[src/rtl/ps2_key_event_queue_pkg.sv]
// Shared key codes, PS/2 set-2 scan codes and parser types for the key event path.
package ps2_key_event_queue_pkg;

    localparam logic [3:0] key_relesed = 4'd0;
    localparam logic [3:0] key_A       = 4'd1;
    localparam logic [3:0] key_S       = 4'd2;
    localparam logic [3:0] key_W       = 4'd3;
    localparam logic [3:0] key_D       = 4'd4;
    localparam logic [3:0] key_1       = 4'd5;
    localparam logic [3:0] key_2       = 4'd6;
    localparam logic [3:0] key_3       = 4'd7;
    localparam logic [3:0] key_4       = 4'd8;
    localparam logic [3:0] key_esc     = 4'd9;

    localparam logic [7:0] SC_A     = 8'h1C;
    localparam logic [7:0] SC_S     = 8'h1B;
    localparam logic [7:0] SC_W     = 8'h1D;
    localparam logic [7:0] SC_D     = 8'h23;
    localparam logic [7:0] SC_1     = 8'h16;
    localparam logic [7:0] SC_2     = 8'h1E;
    localparam logic [7:0] SC_3     = 8'h26;
    localparam logic [7:0] SC_4     = 8'h25;
    localparam logic [7:0] SC_ESC   = 8'h76;
    localparam logic [7:0] SC_BREAK = 8'hF0;
    localparam logic [7:0] SC_EXT   = 8'hE0;

    typedef enum logic [1:0] {
        PS_IDLE    = 2'd0,
        PS_BRK     = 2'd1,
        PS_EXT     = 2'd2,
        PS_EXT_BRK = 2'd3
    } parse_state_t;

    typedef struct packed {
        logic       pressed;
        logic [3:0] code;
    } key_event_t;

    // key_relesed doubles as "unmapped" since it is never emitted as an event.
    function automatic logic [3:0] map_scan(input logic [7:0] sc);
        case (sc)
            SC_A:    return key_A;
            SC_S:    return key_S;
            SC_W:    return key_W;
            SC_D:    return key_D;
            SC_1:    return key_1;
            SC_2:    return key_2;
            SC_3:    return key_3;
            SC_4:    return key_4;
            SC_ESC:  return key_esc;
            default: return key_relesed;
        endcase
    endfunction

endpackage

[src/rtl/ps2_key_event_queue_fifo.sv]
// Generic synchronous show-ahead FIFO; head word is presented whenever not empty.
module key_event_fifo #(
    parameter int W     = 5,
    parameter int DEPTH = 8,
    parameter int AW    = $clog2(DEPTH),
    parameter int CW    = AW + 1
) (
    input  logic          clk,
    input  logic          rst,
    input  logic          push_i,
    input  logic [W-1:0]  wr_data_i,
    input  logic          pop_i,
    output logic [W-1:0]  rd_data_o,
    output logic [CW-1:0] count_o,
    output logic          full_o,
    output logic          empty_o
);

    logic [W-1:0]  mem_q [DEPTH];
    logic [AW-1:0] wr_ptr_q, rd_ptr_q;
    logic [CW-1:0] count_q;
    logic          do_push, do_pop;

    assign full_o  = (count_q == CW'(DEPTH));
    assign empty_o = (count_q == '0);
    assign do_pop  = pop_i && !empty_o;
    // A pop in the same cycle frees the slot the push needs.
    assign do_push = push_i && (!full_o || do_pop);

    // Zero head while empty keeps the event outputs at 0 after reset.
    assign rd_data_o = empty_o ? '0 : mem_q[rd_ptr_q];
    assign count_o   = count_q;

    always_ff @(posedge clk) begin
        if (do_push) mem_q[wr_ptr_q] <= wr_data_i;
    end

    always_ff @(posedge clk) begin
        if (rst) begin
            wr_ptr_q <= '0;
            rd_ptr_q <= '0;
            count_q  <= '0;
        end else begin
            if (do_push) wr_ptr_q <= wr_ptr_q + 1'b1;
            if (do_pop)  rd_ptr_q <= rd_ptr_q + 1'b1;
            count_q <= count_q + CW'(do_push) - CW'(do_pop);
        end
    end

endmodule

[src/rtl/ps2_key_event_queue.sv]
// PS/2 set-2 byte parser producing queued make/break key events and a held-key mask.
module ps2_key_event_queue
    import ps2_key_event_queue_pkg::*;
#(
    parameter int KEY_W         = 4,
    parameter int FIFO_DEPTH    = 8,
    parameter int IGNORE_REPEAT = 1
) (
    input  logic                         clk,
    input  logic                         rst,
    input  logic                         scan_valid,
    input  logic [7:0]                   scan_code,
    output logic                         key_valid,
    output logic [KEY_W-1:0]             key_code,
    output logic                         key_pressed,
    input  logic                         key_ready,
    output logic [2**KEY_W-1:0]          held_mask,
    output logic [$clog2(FIFO_DEPTH):0]  fifo_count,
    output logic                         overflow
);

    localparam int NKEYS = 2**KEY_W;
    localparam int CW    = $clog2(FIFO_DEPTH) + 1;

    parse_state_t       state_q, state_d;
    logic [NKEYS-1:0]   held_q, held_d;
    logic               overflow_q, overflow_d;
    key_event_t         ev;
    logic               ev_push;
    logic [3:0]         mapped;
    logic [KEY_W-1:0]   idx;
    logic               fifo_full, fifo_empty;
    logic [KEY_W:0]     head;

    assign mapped = map_scan(scan_code);
    assign idx    = KEY_W'(mapped);

    always_comb begin
        state_d    = state_q;
        held_d     = held_q;
        ev_push    = 1'b0;
        ev.pressed = 1'b0;
        ev.code    = mapped;
        if (scan_valid) begin
            case (state_q)
                PS_IDLE: begin
                    if (scan_code == SC_BREAK)     state_d = PS_BRK;
                    else if (scan_code == SC_EXT)  state_d = PS_EXT;
                    else if (mapped != key_relesed) begin
                        ev.pressed = 1'b1;
                        if (!held_q[idx]) begin
                            held_d[idx] = 1'b1;
                            ev_push     = 1'b1;
                        end else if (IGNORE_REPEAT == 0) begin
                            ev_push     = 1'b1;
                        end
                    end
                end
                PS_BRK: begin
                    state_d = PS_IDLE;
                    if (mapped != key_relesed && held_q[idx]) begin
                        held_d[idx] = 1'b0;
                        ev_push     = 1'b1;
                    end
                end
                PS_EXT:  state_d = (scan_code == SC_BREAK) ? PS_EXT_BRK : PS_IDLE;
                default: state_d = PS_IDLE;
            endcase
        end
    end

    // A drop happens only when full and the head is not leaving this cycle.
    assign overflow_d = overflow_q | (ev_push && fifo_full && !(key_valid && key_ready));

    always_ff @(posedge clk) begin
        if (rst) begin
            state_q    <= PS_IDLE;
            held_q     <= '0;
            overflow_q <= 1'b0;
        end else begin
            state_q    <= state_d;
            held_q     <= held_d;
            overflow_q <= overflow_d;
        end
    end

    key_event_fifo #(
        .W     (KEY_W + 1),
        .DEPTH (FIFO_DEPTH)
    ) u_fifo (
        .clk       (clk),
        .rst       (rst),
        .push_i    (ev_push),
        .wr_data_i ({ev.pressed, KEY_W'(ev.code)}),
        .pop_i     (key_ready),
        .rd_data_o (head),
        .count_o   (fifo_count),
        .full_o    (fifo_full),
        .empty_o   (fifo_empty)
    );

    assign key_valid   = !fifo_empty;
    assign key_pressed = head[KEY_W];
    assign key_code    = head[KEY_W-1:0];
    assign held_mask   = held_q;
    assign overflow    = overflow_q;

endmodule

[config.mk]
export PLATFORM = sky130hd
export DESIGN_NAME = ps2_key_event_queue
export DESIGN_NICKNAME = d
export VERILOG_FILES = /design/src/rtl/ps2_key_event_queue_pkg.sv /design/src/rtl/ps2_key_event_queue_fifo.sv /design/src/rtl/ps2_key_event_queue.sv
export SDC_FILE = /design/constraint.sdc
export NUM_CORES = 1
export LEC_CHECK = 0
export CAP_MARGIN = 15
export CORE_MARGIN = 2
export CORE_UTILIZATION = 45
export CTS_BUF_LIST = sky130_fd_sc_hd__clkbuf_4 sky130_fd_sc_hd__clkbuf_8
export CTS_CLUSTER_DIAMETER = 40
export CTS_CLUSTER_SIZE = 30
export DETAILED_ROUTE_END_ITERATION = 6
export GPL_ROUTABILITY_DRIVEN = 0
export GPL_TIMING_DRIVEN = 0
export PLACE_DENSITY = 0.66
export RECOVER_POWER = 100
export SLEW_MARGIN = 20
export SYNTH_ARGS = -nofsm -noshare
export SYNTH_HDL_FRONTEND = slang
export SYNTH_HIERARCHICAL = 1
export SYNTH_SLANG_ARGS = --single-unit
[constraint.sdc]
create_clock -name clk -period 7.5 [get_ports clk]
set_input_delay 0.75 -clock clk [delete_from_list [all_inputs] [get_ports clk]]
set_output_delay 0.75 -clock clk [all_outputs]
set_load 0.03 [all_outputs]
==> impl_metrics.tcl <==
set metrics [dict create \
    worstSkewPairLatency_ns 0.35 \
    synth_edf_count 40 \
    first_pass_iters 4 \
    cts_hold_buf 0 \
    clock_path_buffers 2 \
    stdcell_area_sq_mm 0.004156 \
    clock-sinks 72 \
    switching_share_pct 32.29 \
    avgViaCountPerCell 5.388 \
    status "complete, no violations" \
    first_global_vias 2343 \
    io_buffers 36 \
    synth-warning-count 6 \
    ant_nets 0 \
    synth.avg_cell_area_sq_um 11.84 \
    synth_top_flop_cell "edfxtp_1" \
    cp_num_buf_inv 4 \
    p_leak_nw 1.471 \
    rsz0062_at_grt "no" \
    wl_per_cell_um 15.95 \
    rows 32 \
    routed-via-count 2414 \
    cts-buffers-inserted 9 \
    critPathMaxFanout 10 \
    critical_path_class "input port to flip-flop" \
    nets 361 \
    grt_usage_pct 18.29 \
    tns_ns 0 \
    worstHoldPathType "flip-flop to flip-flop" \
    grt_max_degree 14 \
    ys_ff_latch 72 \
    drt_iter0_markers 160 \
    drv_slew 0 \
    route.detailed.drc 0 \
    final.period_utilization_pct 76.77 \
    worst_pin_slew_ns 1.426 \
    dpl_cell_area_sq_mm 0.003975 \
    hpwl_um 5033 \
    power.internal_uw 716.7 \
    die_area_sq_mm 0.008455 \
    die_y_um 91.95 \
    reg2reg_slack_ns 3.38 \
    crit_path_end_kind "flip-flop" \
    clk_pin_slew_ns 0.07 \
    seq_power_share_pct 41.8 \
    htreeDepth 3 \
    cp.required_ns 7.47 \
    max_stage_delay_ns 1.14 \
    drv_cap 0 \
    setup_violations 0 \
    core-area_sq_mm 0.007607 \
    path_common_cell "clkbuf_1" \
    initial_core_util_pct 45.76 \
    period_needed_ns 5.757 \
    max_freq_mhz 173.7 \
    crit_arrival_ns 5.73 \
    async_flop_share_pct 0 \
    syn_inst 294 \
    chipWidth_um 91.95 \
    combPwrFrac_pct 29.7 \
    antenna_cells 0 \
    antenna_found_initial 0 \
    crit_family "simple AND/OR/NAND/NOR gates" \
    power_density_mw_per_mm2 254.7 \
    slew_headroom_pct 4.040 \
    ys_seq_area_share_pct 52.91 \
    post_cts_buffers 0 \
    grt_overflow_total 0 \
    clockPowerShare_pct 28.6 \
    power_switching_uw 341.8 \
    ctsResizeCount 0 \
    crit_slowest_cell "nor4_1" \
    cts_tree "built" \
    synth.net_count 314 \
    ir_drop_mv 0.1636 \
    num_io_pins 39 \
    drive_gt1_share_pct 14.74 \
    clockRootBuffer "clkbuf_8" \
    hold_viol 0 \
    areaGrowthSynthToFinish_pct 19.41 \
    crit_chain "dlygate4sd3_1 -> clkbuf_1 -> nor4bb_1 -> a32oi_1 -> nand2b_1 -> a311o_1 -> nor4_1 -> mux2i_1 -> clkbuf_1 -> inv_1 -> o21ai_0 -> nor3_1" \
    drt_wl_total_um 7146 \
    whs_ns 0.4631 \
    n_fill_cell 680 \
    syn_area_sq_mm 0.003481 \
    grt_pass1_wl_um 12090 \
    clock_skew_ns 0.01148 \
    synth.distinct_cells 62 \
    startpoint_type "input port" \
]
final timing paths:
kind | start | endpoint | depth (start not counted)
hold reg to reg | flip-flop | flip-flop | 1
hold / removal | flip-flop | flip-flop | 1
setup reg to reg | state_q[1] | u_fifo/mem_q[1][4] | 7
setup / recovery | scan_code[4] | u_fifo/mem_q[1][4] | 12
worst register-to-register path, cell delays in order, from the launching register on:
cell,delay (ns)
dfxtp_1,0.37
a311o_1,0.33
nor4_1,1.14
mux2i_1,0.22
clkbuf_1,0.40
inv_1,0.30
o21ai_0,0.26
nor3_1,0.75
logic make-up (layout without fill, tap and decap cells):
logic type,Yosys count,after routing,share of synthesized area [%]
and+or+nand+nor,98,98,16.28
buffers and inverters,40,92,4.960
adders and majority gates,8,8,3.091
xor gates and xnor gates,3,3,0.7550
DFF,72,72,52.91
AOI/OAI and AO/OA,58,58,13.98
muxes,15,15,8.016
synthesized netlist by cell type (4+ instances only):
| master | count | area share [%] |
|---|---|---|
| o21ai_0 | 7 | 1.0 |
| a311o_1 | 9 | 2.6 |
| a21oi_1 | 8 | 1.2 |
| nand2b_1 | 7 | 1.3 |
| edfxtp_1 | 40 | 35 |
| ha_1 | 7 | 2.5 |
| nor2_1 | 29 | 3.1 |
| nand3_1 | 6 | 0.86 |
| nor2b_1 | 15 | 2.7 |
| nor3_1 | 7 | 1.0 |
| dfxtp_1 | 32 | 18 |
| nand2_1 | 7 | 0.75 |
| mux4_2 | 10 | 6.5 |
| buf_2 | 5 | 0.72 |
| a22o_1 | 5 | 1.3 |
| nor4_1 | 4 | 0.72 |
| inv_1 | 26 | 2.8 |
| a21oi_2 | 8 | 2.0 |
routing by layer:
layer  global-route usage (%)  up-vias  routed length (um)  part of all wire [%]
met2                    28.55       41                3451                    48
met5                        0        -                   0                     0
met1                    26.10     1173                3394                    47
li1                         -     1190                   -                     -
met4                    5.970        0                 101                   1.4
met3                    3.040       10                 199                   2.8
per-stage QoR:
stage          util, %  worst slack (ns)  power (mW)  cells
2_1_floorplan        -             3.174      0.6755    294
3_3_place_gp     52.17             1.799      0.7759    432
3_5_place_dp     52.25             2.147      0.7812    432
4_1_cts          54.82             2.509       1.082    448
5_1_grt          54.64             1.213       1.122    448
6_report         54.64             1.743       1.059    448
cell type report:
class | instances | area [sq um] | area share [%]
clock buffer | 9 | 123.9 | 2.980
tap | 102 | 127.6 | 3.070
buffer | 11 | 52.55 | 1.264
clock inverter | 7 | 71.32 | 1.716
multi-input combinational | 182 | 1469 | 35.34
inverter | 29 | 110.1 | 2.649
timing repair buffer | 36 | 360.3 | 8.669
sequential | 72 | 1842 | 44.31
power by group through the flow:
stage	logic, mW	clock network (mW)	registers, mW
6_report	0.314	0.302	0.442
2_1_floorplan	0.208	0	0.468
5_1_grt	0.347	0.328	0.446
3_5_place_dp	0.329	0	0.452
4_1_cts	0.330	0.309	0.443
3_3_place_gp	0.324	0	0.452
layout by cell type (no fill, tap or decap), types with 2 or more instances in the layout:
cell type	netlist	routed
or3_1	2	2
nor4bb_1	2	2
o2111ai_1	3	3
nor3b_1	2	2
nand2b_1	7	7
nor2b_1	15	15
mux2_2	2	2
dlygate4sd3_1	0	31
clkbuf_8	0	9
nand2_1	7	7
xor2_1	2	2
clkbuf_1	3	6
dfxtp_1	32	32
clkinvlp_4	0	2
buf_2	5	3
nor3_1	7	7
a21oi_2	8	8
nor4_1	4	3
mux4_2	10	10
o211ai_1	3	3
nor2_1	29	29
a21oi_1	8	8
o21ai_0	7	7
clkdlybuf4s50_1	0	5
inv_1	26	27
ha_1	7	7
o211a_1	2	2
and2_1	2	2
a311o_1	9	9
a22o_1	5	5
nand4_1	2	2
mux2i_1	2	2
a21o_1	2	2
edfxtp_1	40	40
nand3_1	6	6
No activity file was read; power rests on OpenSTA's default activity.
